===== src/rtl/cpu_pkg.sv =====
// Shared constants and encodings for the CPU memory-port arbiter.
package cpu_pkg;

  localparam int unsigned ADDR_W = 19;
  localparam int unsigned DATA_W = 19;

  typedef enum logic [1:0] {
    IDLE = 2'd0,
    REQ  = 2'd1,
    WAIT = 2'd2
  } state_t;

  typedef enum logic {
    OWN_IF = 1'b0,
    OWN_DM = 1'b1
  } owner_t;

endpackage


===== src/rtl/rr_arb2.sv =====
// Two-way round-robin pick: bit 0 = fetch port, bit 1 = data port.
module rr_arb2
  import cpu_pkg::*;
(
  input  logic [1:0] req,
  input  owner_t     last_owner,
  output logic [1:0] grant_c
);

  // On contention the port that did not own the last transaction wins.
  always_comb begin
    grant_c = 2'b00;
    case (req)
      2'b01:   grant_c = 2'b01;
      2'b10:   grant_c = 2'b10;
      2'b11:   grant_c = (last_owner == OWN_IF) ? 2'b10 : 2'b01;
      default: grant_c = 2'b00;
    endcase
  end

endmodule


===== src/rtl/mem_port_arbiter.sv =====
// Shares one single-ported memory between the fetch (IF) and load/store (DM) ports,
// one transaction at a time, with a response timeout that completes hung reads with error.
module mem_port_arbiter
  import cpu_pkg::*;
#(
  parameter int unsigned TIMEOUT = 15,
  parameter int unsigned TO_W    = 4
) (
  input  logic              clk,
  input  logic              reset,
  input  logic              if_req,
  input  logic [ADDR_W-1:0] if_addr,
  output logic              if_gnt,
  output logic              if_rvalid,
  output logic [DATA_W-1:0] if_rdata,
  output logic              if_err,
  input  logic              dm_req,
  input  logic              dm_we,
  input  logic [ADDR_W-1:0] dm_addr,
  input  logic [DATA_W-1:0] dm_wdata,
  output logic              dm_gnt,
  output logic              dm_rvalid,
  output logic [DATA_W-1:0] dm_rdata,
  output logic              dm_err,
  output logic              mem_req,
  output logic              mem_we,
  output logic [ADDR_W-1:0] mem_addr,
  output logic [DATA_W-1:0] mem_wdata,
  input  logic              mem_ack,
  input  logic              mem_rvalid,
  input  logic [DATA_W-1:0] mem_rdata
);

  state_t            state, state_nxt;
  owner_t            owner, owner_nxt;
  owner_t            last_owner, last_owner_nxt;
  logic [TO_W-1:0]   to_cnt, to_cnt_nxt;
  logic [1:0]        pick_c;
  logic              quiet_c;

  logic              mem_req_nxt, mem_we_nxt;
  logic [ADDR_W-1:0] mem_addr_nxt;
  logic [DATA_W-1:0] mem_wdata_nxt;
  logic              if_gnt_nxt, if_rvalid_nxt, if_err_nxt;
  logic              dm_gnt_nxt, dm_rvalid_nxt, dm_err_nxt;
  logic [DATA_W-1:0] if_rdata_nxt, dm_rdata_nxt;

  rr_arb2 u_arb (
    .req        ({dm_req, if_req}),
    .last_owner (last_owner),
    .grant_c    (pick_c)
  );

  // A requester still sees its gnt/rvalid this cycle and may not have dropped req yet.
  assign quiet_c = !(if_gnt || dm_gnt || if_rvalid || dm_rvalid);

  // Next-state and next-output logic.
  always_comb begin
    state_nxt      = state;
    owner_nxt      = owner;
    last_owner_nxt = last_owner;
    to_cnt_nxt     = to_cnt;
    mem_req_nxt    = mem_req;
    mem_we_nxt     = mem_we;
    mem_addr_nxt   = mem_addr;
    mem_wdata_nxt  = mem_wdata;
    if_gnt_nxt     = 1'b0;
    if_rvalid_nxt  = 1'b0;
    if_rdata_nxt   = '0;
    if_err_nxt     = 1'b0;
    dm_gnt_nxt     = 1'b0;
    dm_rvalid_nxt  = 1'b0;
    dm_rdata_nxt   = '0;
    dm_err_nxt     = 1'b0;

    case (state)
      IDLE: begin
        if (quiet_c && (pick_c != 2'b00)) begin
          state_nxt   = REQ;
          mem_req_nxt = 1'b1;
          if (pick_c[1]) begin
            owner_nxt     = OWN_DM;
            mem_we_nxt    = dm_we;
            mem_addr_nxt  = dm_addr;
            mem_wdata_nxt = dm_wdata;
          end else begin
            owner_nxt     = OWN_IF;
            mem_we_nxt    = 1'b0;
            mem_addr_nxt  = if_addr;
            mem_wdata_nxt = '0;
          end
        end
      end

      REQ: begin
        if (mem_ack) begin
          mem_req_nxt    = 1'b0;
          last_owner_nxt = owner;
          to_cnt_nxt     = '0;
          if (owner == OWN_DM) begin
            dm_gnt_nxt = 1'b1;
            if (mem_we) begin
              dm_rvalid_nxt = 1'b1;
              state_nxt     = IDLE;
            end else begin
              state_nxt = WAIT;
            end
          end else begin
            if_gnt_nxt = 1'b1;
            state_nxt  = WAIT;
          end
        end
      end

      WAIT: begin
        // Real data wins over a timeout landing on the same cycle.
        if (mem_rvalid) begin
          state_nxt = IDLE;
          if (owner == OWN_DM) begin
            dm_rvalid_nxt = 1'b1;
            dm_rdata_nxt  = mem_rdata;
          end else begin
            if_rvalid_nxt = 1'b1;
            if_rdata_nxt  = mem_rdata;
          end
        end else if (to_cnt == TO_W'(TIMEOUT - 1)) begin
          state_nxt = IDLE;
          if (owner == OWN_DM) begin
            dm_rvalid_nxt = 1'b1;
            dm_err_nxt    = 1'b1;
          end else begin
            if_rvalid_nxt = 1'b1;
            if_err_nxt    = 1'b1;
          end
        end else begin
          to_cnt_nxt = to_cnt + TO_W'(1);
        end
      end

      default: state_nxt = IDLE;
    endcase
  end

  // State, latches and all port outputs are registered here.
  always_ff @(posedge clk or negedge reset) begin
    if (!reset) begin
      state      <= IDLE;
      owner      <= OWN_IF;
      last_owner <= OWN_IF;
      to_cnt     <= '0;
      mem_req    <= 1'b0;
      mem_we     <= 1'b0;
      mem_addr   <= '0;
      mem_wdata  <= '0;
      if_gnt     <= 1'b0;
      if_rvalid  <= 1'b0;
      if_rdata   <= '0;
      if_err     <= 1'b0;
      dm_gnt     <= 1'b0;
      dm_rvalid  <= 1'b0;
      dm_rdata   <= '0;
      dm_err     <= 1'b0;
    end else begin
      state      <= state_nxt;
      owner      <= owner_nxt;
      last_owner <= last_owner_nxt;
      to_cnt     <= to_cnt_nxt;
      mem_req    <= mem_req_nxt;
      mem_we     <= mem_we_nxt;
      mem_addr   <= mem_addr_nxt;
      mem_wdata  <= mem_wdata_nxt;
      if_gnt     <= if_gnt_nxt;
      if_rvalid  <= if_rvalid_nxt;
      if_rdata   <= if_rdata_nxt;
      if_err     <= if_err_nxt;
      dm_gnt     <= dm_gnt_nxt;
      dm_rvalid  <= dm_rvalid_nxt;
      dm_rdata   <= dm_rdata_nxt;
      dm_err     <= dm_err_nxt;
    end
  end

endmodule


===== config.mk =====
export PLATFORM = sky130hd
export DESIGN_NAME = mem_port_arbiter
export DESIGN_NICKNAME = d
export VERILOG_FILES = /design/src/rtl/cpu_pkg.sv /design/src/rtl/rr_arb2.sv /design/src/rtl/mem_port_arbiter.sv
export SDC_FILE = /design/constraint.sdc
export NUM_CORES = 1
export LEC_CHECK = 0
export CAP_MARGIN = 20
export CORE_MARGIN = 2
export CORE_UTILIZATION = 41
export CTS_CLUSTER_DIAMETER = 60
export DETAILED_ROUTE_END_ITERATION = 8
export PLACE_DENSITY = 0.8
export SYNTH_ARGS = -nofsm -noshare
export SYNTH_HDL_FRONTEND = slang
export SYNTH_SLANG_ARGS = --single-unit

===== constraint.sdc =====
create_clock -name clk -period 2.2 [get_ports clk]
set_input_delay 0.44 -clock clk [delete_from_list [all_inputs] [get_ports clk]]
set_output_delay 0.44 -clock clk [all_outputs]
set_load 0.1 [all_outputs]

==> results of run 1 <==
-- kinds of logic (layout without fill, tap and decap cells) --
logic type | Yosys count | count (layout) | share of synthesized area [%]
simple gates | 171 | 171 | 20.2
compound gates | 34 | 34 | 5.61
mux | 21 | 21 | 5.82
buf+inv | 22 | 195 | 2.88
flops | 92 | 92 | 63.8
fa+ha+maj | 5 | 5 | 1.73
-- sequential cells by signal (all words and copies together), names as in the netlist, 2 cells and up --
register,count
dm_rdata,19
if_rdata,19
mem_addr,19
mem_wdata,19
to_cnt,4
state,2
-- area by class of cell --
cell class / instances / area [sq um]
Sequential cell: 92 / 2300
Fill cell: 715 / 3220
Clock inverter: 7 / 68.8
Clock buffer: 9 / 124
Multi-Input combinational cell: 231 / 1220
Inverter: 4 / 15.0
Tap cell: 108 / 135
Timing Repair Buffer: 175 / 1550
-- cell usage in the layout (no fill, tap or decap), types with 5 or more instances in the layout --
master / count
clkbuf_8: 9
o21ai_1: 19
dfrtp_1: 92
ha_1: 5
nor2_1: 45
nand3_1: 23
nand2_1: 87
clkdlybuf4s50_1: 81
mux2i_1: 21
buf_4: 91
-- worst min path at each step --
| stage | startpoint | to | slack (ps) |
|---|---|---|---|
| 2_1_floorplan | reset | dm_err$_DFF_PN0_ | 140 |
| 3_3_place_gp | reset | dm_rdata[0]$_DFF_PN0_ | 450 |
| 3_5_place_dp | reset | dm_rdata[18]$_DFF_PN0_ | 460 |
| 4_1_cts | reset | if_rdata[4]$_DFF_PN0_ | 50 |
| 5_1_grt | reset | if_rdata[4]$_DFF_PN0_ | 70 |
| 6_report | reset | if_rdata[4]$_DFF_PN0_ | 50 |
-- per-layer routing --
layer,GRT usage [%],wire length (um),vias to the layer above
li1,-,-,1467
met1,23.6,3630,1420
met2,33.0,4550,111
met3,5.94,673,12
met4,7.05,164,0
met5,0,0,-
-- where the power goes --
group	switching (mW)	internal, mW	total [mW]
combinational	3.99	1.14	5.13
clock	0.641	0.438	1.08
sequential	0.264	2.15	2.42
total	4.90	3.73	8.63
-- metrics by stage --
stage,power (mW),setup slack (ps),std cells,utilization (%),cell area (sq um)
after detailed placement,7.62,279,610,60.5,5220
final,8.63,404,626,62.7,5420
after floorplan,6.38,179,345,-,3610
after global routing,9.07,302,626,62.7,5420
after global placement,7.52,334,610,60.5,5220
after CTS,8.71,405,626,62.7,5420
-- Yosys cell counts (all sizes together), types with 3 or more instances --
cell type   n
dfrtp      92
nand2      87
nor2       45
nand3      23
o21ai      23
mux2i      21
clkbuf     11
buf         7
ha          5
inv         4
nand2b      3
-- worst register-to-register path: stages (launching register included) --
cell and delay [ps]:
dfrtp_1 420, or4_4 570, nor3b_4 340, buf_4 220
nor2_1 50, o2bb2ai_1 130
==> results.py, run 1 <==
metrics = {
    "sta": {
        "worst_pin_slew_ps": 541,
        "finalCritPeriodShare_pct": 81.6,
        "fin_crit_ps": 1800,
        "finalMaxSlewViolations": 0,
        "worst_hold_slack_ps": 50.1,
        "hold_viol": 0,
        "tns_ps": 0,
        "finalClockSkew_ps": 19.2,
        "fmax_ghz": 0.557,
        "grt_setup_unrepaired": "false",
        "setup_viol": 0,
        "slew_headroom_pct": 63.9,
    },
    "floorplanning": {
        "die_height_um": 97.8,
        "io_pins": 167,
        "initial_core_util_pct": 41.8,
        "die_w_um": 97.8,
        "core_area_sq_mm": 0.00864,
        "dieArea_sq_mm": 0.00957,
        "rows": 34,
    },
    "clocking": {
        "cts_tree": "done",
        "cts_root_buffer": "clkbuf_8",
        "cts_made_buffers": 9,
        "clock_latency_ps": 370,
        "clk_pin_slew_ps": 110,
        "clock_path_buffers": 2,
        "post_cts_resized": 0,
        "cts_hold_buf": 0,
        "htree_levels": 3,
        "clock_sinks": 92,
        "postCtsSetupBuffers": 0,
    },
    "worst_hold_path": {
        "worst_hold_path_type": "in2async",
    },
    "routing": {
        "drt-wirelength-per-cell_um": 14.4,
        "drt_iter0_markers": 130,
        "firstDrtPassIters": 4,
        "ant_nets": 0,
        "route.final.wire_length_um": 9020,
        "route.vias.total": 3010,
        "drcViolationCount": 0,
        "avgViaCountPerCell": 4.81,
    },
    "synth": {
        "synth_edf_count": 0,
        "yosysUniqueCellTypes": 32,
        "synth.area.top_cells": "dfrtp_1, nand2_1, mux2i_1",
        "synth_seq_area_share_pct": 63.8,
        "syn_inst": 345,
        "synth_area_leader_cell": "dfrtp_1",
        "synthesis.area_sq_mm": 0.00361,
        "synth_top_area_share_pct": 63.8,
        "synth.avg_cell_area_sq_um": 10.5,
        "ys_warn_count": 0,
        "async_flop_share_pct": 100,
        "synth_nets": 433,
        "ys_seq_elements": 92,
        "synth_ff_type": "dfrtp_1",
    },
    "worst_setup_path": {
        "cp-end-kind": "register",
        "arrival_ps": 2070,
        "cp-startpoint": "dm_gnt$_DFF_PN0_",
        "cp.required_ps": 2480,
        "cpPeakStageDelay_ps": 570,
        "crit_slowest_cell": "or4_4",
        "ff2ff_setup_slack_ps": 400,
        "setup.worst_path.start_class": "register",
        "cp_num_cells": 5,
        "crit_fanout": 8,
        "critPathKind": "reg2reg",
        "regToRegStartpoint": "dm_gnt$_DFF_PN0_",
        "critPathBufInv": 1,
        "crit_end": "mem_req$_DFFE_PN0P_",
        "cp_top_family": "simple AND/OR/NAND/NOR gates",
        "reg2reg_to": "mem_req$_DFFE_PN0P_",
        "path_cells": "or4_4, nor3b_4, buf_4, nor2_1, o2bb2ai_1",
        "reg2regPathDepth": 5,
    },
    "run_status": {
        "outcome": "finished, final reports clean",
    },
    "placement": {
        "hpwl_um": 6720,
        "port_buffers": 166,
        "gp_congestion": 0.803,
    },
    "pwr": {
        "ir_drop_mv": 0.596,
        "p_leak_nw": 2.75,
        "p_per_area_mw_per_mm2": 1590,
    },
    "layout": {
        "antenna_cells": 0,
        "area_delta_synth_final_pct": 50.0,
        "drive_gt1_share_pct": 22.0,
        "nNetsFinal": 601,
    },
    "global_route": {
        "first_global_vias": 3150,
        "grt_overflow_total": 0,
        "grt_usage_pct": 19.5,
        "antenna_found_initial": 0,
        "grt_max_degree": 60,
        "grt_pass1_wl_um": 15000,
    },
    "flow_run": {
        "drv_cap": 0,
    },
}
Note: power is estimated with default switching activity, not from simulation.
==> run 2, diff against run 1 <==
--- a/config.mk
+++ b/config.mk
@@ -7,10 +7,10 @@
 export LEC_CHECK = 0
 export CAP_MARGIN = 20
 export CORE_MARGIN = 2
-export CORE_UTILIZATION = 41
+export CORE_UTILIZATION = 37
 export CTS_CLUSTER_DIAMETER = 60
 export DETAILED_ROUTE_END_ITERATION = 8
-export PLACE_DENSITY = 0.8
+export PLACE_DENSITY = 0.76
 export SYNTH_ARGS = -nofsm -noshare
 export SYNTH_HDL_FRONTEND = slang
 export SYNTH_SLANG_ARGS = --single-unit
==> constraint.sdc (replaced) <==
create_clock -name clk -period 1.46 [get_ports clk]
set_input_delay 0.292 -clock clk [delete_from_list [all_inputs] [get_ports clk]]
set_output_delay 0.292 -clock clk [all_outputs]
set_load 0.1 [all_outputs]
==> results.py, run 2 (synthesized netlist as in run 1, its figures left out) <==
metrics = {
    "run_status": {
        "outcome": "complete, but fails checks",
        "violations": "negative setup slack",
    },
    "sta": {
        "finalClockSkew_ps": 12.4,
        "finalCritPeriodShare_pct": 121,
        "worst_pin_slew_ps": 283,
        "fin_crit_ps": 1760,
        "hold_viol": 0,
        "fmax_ghz": 0.567,
        "setup_viol": 47,
        "grt_setup_unrepaired": "true",
        "finalMaxSlewViolations": 0,
        "slew_headroom_pct": 81.2,
        "setup_slack_ps": -304,
    },
    "floorplanning": {
        "die_w_um": 103,
        "io_pins": 167,
        "initial_core_util_pct": 37.5,
        "core_area_sq_mm": 0.00964,
        "dieArea_sq_mm": 0.0106,
        "rows": 36,
        "die_height_um": 103,
    },
    "worst_setup_path": {
        "ff2ff_setup_slack_ps": -300,
        "critPathKind": "reg2reg",
        "setup.worst_path.start_class": "register",
        "cp-end-kind": "register",
        "crit_fanout": 19,
        "cp.required_ps": 1760,
        "arrival_ps": 2060,
    },
    "pwr": {
        "p_leak_nw": 3.23,
        "ir_drop_mv": 1.57,
        "p_per_area_mw_per_mm2": 2320,
        "power_mw": 16.1,
    },
    "routing": {
        "drt-wirelength-per-cell_um": 16.2,
        "route.vias.total": 3254,
        "avgViaCountPerCell": 4.78,
        "drcViolationCount": 0,
        "route.final.wire_length_um": 11000,
        "ant_nets": 0,
        "drt_iter0_markers": 86,
        "firstDrtPassIters": 4,
    },
    "placement": {
        "dp_slack_ps": -298,
        "gp_congestion": 0.831,
        "port_buffers": 166,
        "hpwl_um": 8030,
        "place_inst": 657,
    },
    "global_route": {
        "grt_max_degree": 46,
        "first_global_vias": 3231,
        "antenna_found_initial": 0,
        "grt_usage_pct": 20.1,
        "grt_overflow_total": 0,
        "grt_pass1_wl_um": 16000,
    },
    "clocking": {
        "clock_path_buffers": 2,
        "cts_tree": "done",
        "clock_sinks": 92,
        "clk_pin_slew_ps": 90,
        "cts_made_buffers": 9,
        "htree_levels": 3,
        "cts_root_buffer": "clkbuf_8",
        "clock_latency_ps": 360,
    },
    "layout": {
        "area_delta_synth_final_pct": 92.3,
        "nNetsFinal": 631,
        "antenna_cells": 0,
        "n_fill_cell": 657,
        "final_cell_mix": "buf_12, dfrtp_1, nand2_1",
        "regArea_sq_mm": 0.00231,
        "drive_gt1_share_pct": 29.4,
        "multiInputGateArea_sq_mm": 0.00131,
        "fin_cells": 681,
        "final_common_cell": "buf_12",
    },
    "flow_run": {
        "drv_cap": 0,
    },
    "worst_hold_path": {
        "worst_hold_path_type": "in2async",
    },
}
-- run 2: cell types whose count changed in the layout (fill, tap and decap cells not counted), moves of 3 or more --
| cell | delta |
|---|---|
| dfrtp_1 | -4 |
| buf_12 | +86 |
| buf_6 | +5 |
| buf_4 | -64 |
| o21ai_0 | -3 |
| o21ai_1 | +3 |
-- run 2: final cells by class --
cell class | instances | area share [%]
clock buffers | 9 | 1.78
clock inverters | 7 | 1.46
inverters | 4 | 0.216
multi-input cells | 231 | 18.9
flip-flops and latches | 92 | 33.3
well taps | 133 | 2.40
repair buffers | 205 | 41.9
-- run 2: power breakdown --
part           leakage, nW  internal [mW]  switching, mW
Sequential            1.22           3.26          0.752
Combinational         1.91           3.83           6.40
Clock                0.106          0.972          0.921
Total                 3.23           8.06           8.08
-- run 2: metal layers --
| layer | GRT usage (%) | vias to the layer above | share of wire (%) |
|---|---|---|---|
| met2 | 36.5 | 132 | 56 |
| li1 | - | 1521 | - |
| met5 | 0 | - | 0 |
| met1 | 21.9 | 1579 | 35 |
| met3 | 3.73 | 22 | 6.2 |
| met4 | 11.3 | 0 | 3.0 |
-- run 2: path summary, 6_finish.rpt --
path                                      startpoint                   endpoint  depth (start not counted)
max reg2reg                         dm_gnt$_DFF_PN0_  mem_wdata[10]$_DFFE_PN0P_                          5
min reg2reg                mem_wdata[14]$_DFFE_PN0P_  mem_wdata[14]$_DFFE_PN0P_                          2
max in group asynchronous                      reset           if_gnt$_DFF_PN0_                          3
min in group clk                        mem_rdata[9]      dm_rdata[9]$_DFF_PN0_                          3
min                                            reset      dm_rdata[6]$_DFF_PN0_                          2
max                                 dm_gnt$_DFF_PN0_  mem_wdata[10]$_DFFE_PN0P_                          5
-- run 2: worst max-delay path, stage by stage (launching register included) --
cell and delay, ps:
dfrtp_4 480, or4_4 560, nor3b_4 280, buf_12 190, nand3_1 100, nand2_1 100
-- run 2: metrics by stage --
| step | utilization (%) | setup TNS (ps) | hold slack (ps) | area, sq um |
|---|---|---|---|---|
| 4_1_cts | 71.0 | -9510 | 309 | 6840 |
| 5_1_grt | 72.0 | -13080 | 329 | 6940 |
| 3_3_place_gp | 67.7 | -8750 | 155 | 6530 |
| 6_report | 72.0 | -9890 | 313 | 6940 |
| 2_1_floorplan | - | -10310 | -3.59 | 3640 |
| 3_5_place_dp | 67.7 | -11060 | 155 | 6530 |
-- run 2: timing repair --
action / in CTS / in global routing
hold endpoints to repair: 10 / 0
cloned: 0 / 2
pin swaps: 2 / 6
hold buffers: 1 / 0
buffers inserted: 3 / 2
resized for setup: 14 / 9
endpoints found under the setup margin: 49 / 49
==> run 3, diff against run 2 <==
--- a/config.mk
+++ b/config.mk
@@ -11,6 +11,7 @@
 export CTS_CLUSTER_DIAMETER = 60
 export DETAILED_ROUTE_END_ITERATION = 8
 export PLACE_DENSITY = 0.76
+export REMOVE_ABC_BUFFERS = 1
 export SYNTH_ARGS = -nofsm -noshare
 export SYNTH_HDL_FRONTEND = slang
 export SYNTH_SLANG_ARGS = --single-unit
==> results.py, run 3 (synthesized netlist as in run 1, its figures left out) <==
metrics = {
    "run_status": {
        "outcome": "complete, but fails checks",
        "violations": "negative setup slack",
    },
    "clocking": {
        "clock_path_buffers": 2,
        "cts_tree": "done",
        "clock_sinks": 92,
        "clock_latency_ps": 360,
        "cts_root_buffer": "clkbuf_8",
        "clk_pin_slew_ps": 100,
        "cts_made_buffers": 9,
        "htree_levels": 3,
    },
    "routing": {
        "ant_nets": 0,
        "firstDrtPassIters": 4,
        "route.final.wire_length_um": 11800,
        "avgViaCountPerCell": 4.76,
        "route.vias.total": 3290,
        "drcViolationCount": 0,
        "drt_iter0_markers": 74,
        "drt-wirelength-per-cell_um": 17.1,
    },
    "floorplanning": {
        "core_area_sq_mm": 0.00964,
        "dieArea_sq_mm": 0.0106,
        "initial_core_util_pct": 37.5,
        "io_pins": 167,
        "die_height_um": 103,
        "rows": 36,
        "die_w_um": 103,
    },
    "sta": {
        "fin_crit_ps": 1710,
        "worst_hold_slack_ps": 397,
        "hold_viol": 0,
        "finalClockSkew_ps": 18.2,
        "grt_setup_unrepaired": "true",
        "worst_pin_slew_ps": 366,
        "slew_headroom_pct": 75.6,
        "fmax_ghz": 0.584,
        "setup_slack_ps": -253,
        "finalCritPeriodShare_pct": 117,
        "setup_viol": 47,
        "finalMaxSlewViolations": 0,
    },
    "worst_setup_path": {
        "setup.worst_path.start_class": "register",
        "cp.required_ps": 1750,
        "critPathKind": "reg2reg",
        "crit_fanout": 10,
        "arrival_ps": 2000,
        "cp-end-kind": "register",
    },
    "placement": {
        "postPlaceCellArea_sq_mm": 0.00651,
        "gp_congestion": 0.829,
        "hpwl_um": 7600,
        "port_buffers": 166,
    },
    "layout": {
        "multiInputGateArea_sq_mm": 0.00154,
        "final_cell_mix": "dfrtp_1, buf_12, clkdlybuf4s50_1",
        "final_cell_area_sq_mm": 0.00741,
        "drive_gt1_share_pct": 37.5,
        "final_common_cell": "dfrtp_1",
        "nNetsFinal": 642,
        "regArea_sq_mm": 0.00230,
        "n_fill_cell": 584,
        "antenna_cells": 0,
        "area_delta_synth_final_pct": 105,
    },
    "global_route": {
        "grt_overflow_total": 0,
        "first_global_vias": 3466,
        "grt_usage_pct": 22.0,
        "grt_max_degree": 36,
        "grt_pass1_wl_um": 17600,
        "antenna_found_initial": 0,
    },
    "worst_hold_path": {
        "worst_hold_path_type": "in2async",
    },
    "pwr": {
        "ir_drop_mv": 1.61,
        "power_mw": 17.6,
        "p_per_area_mw_per_mm2": 2380,
        "p_leak_nw": 3.43,
    },
    "flow_run": {
        "drv_cap": 0,
    },
}
==> run 3: timing repair <==
action	4_1_cts	5_1_grt
hold buffers	1	0
setup buffers	7	2
pin swaps	25	28
setup endpoints to repair	47	86
endpoints found under the hold margin	23	0
cloned	7	2
resized for setup	59	34
==> run 3: final timing paths <==
| check | startpoint | endpoint | slack (ps) | depth (start not counted) |
|---|---|---|---|---|
| max reg2reg | dm_rvalid$_DFF_PN0_ | mem_wdata[14]$_DFFE_PN0P_ | -250 | 6 |
| min in group clk | dm_wdata[17] | mem_wdata[17]$_DFFE_PN0P_ | 480 | 3 |
| min reg2reg | mem_wdata[16]$_DFFE_PN0P_ | mem_wdata[16]$_DFFE_PN0P_ | 530 | 2 |
| max | dm_rvalid$_DFF_PN0_ | mem_wdata[14]$_DFFE_PN0P_ | -250 | 6 |
| min | reset | mem_addr[2]$_DFFE_PN0P_ | 400 | 2 |
| max in group asynchronous | reset | mem_wdata[4]$_DFFE_PN0P_ | 520 | 3 |
==> run 3: layer usage <==
layer	global-route usage [%]	vias up	wire length [um]
met5	0	-	0
met4	8.60	0	308
met3	4.81	23	613
met2	38.2	109	6320
met1	26.8	1610	4560
li1	-	1548	-
==> run 3: critical path, cell delays in order, from the launching register on <==
cell and delay [ps]:
dfrtp_1 400, or4_4 570, nor3b_4 230, buf_4 150, clkbuf_16 150, nand3_1 80
nand2_1 70
==> run 3: where the power goes <==
group          switching [mW]  internal [mW]  total [mW]  leakage [nW]
combinational            7.03           4.80        11.8          2.11
clock                   0.887          0.835        1.72        0.0946
sequential              0.810           3.25        4.06          1.22
==> run 3: layout make-up <==
| type | instances | share of cell area [%] |
|---|---|---|
| clock buffer | 10 | 1.86 |
| clock inverter | 5 | 0.844 |
| inverter | 4 | 0.203 |
| multi-input combinational | 231 | 20.8 |
| sequential | 92 | 31.1 |
| tap | 133 | 2.25 |
| timing repair buffer | 216 | 43.0 |
==> run 3: metrics by stage <==
stage	worst slack [ps]	cells	TNS, ps	utilization, %
6_report	-253	691	-8670	76.9
5_1_grt	-294	691	-11000	76.9
4_1_cts	-180	687	-5160	74.6
3_5_place_dp	-310	657	-11420	67.5
3_3_place_gp	-229	657	-9030	67.5
2_1_floorplan	-1530	327	-57770	-
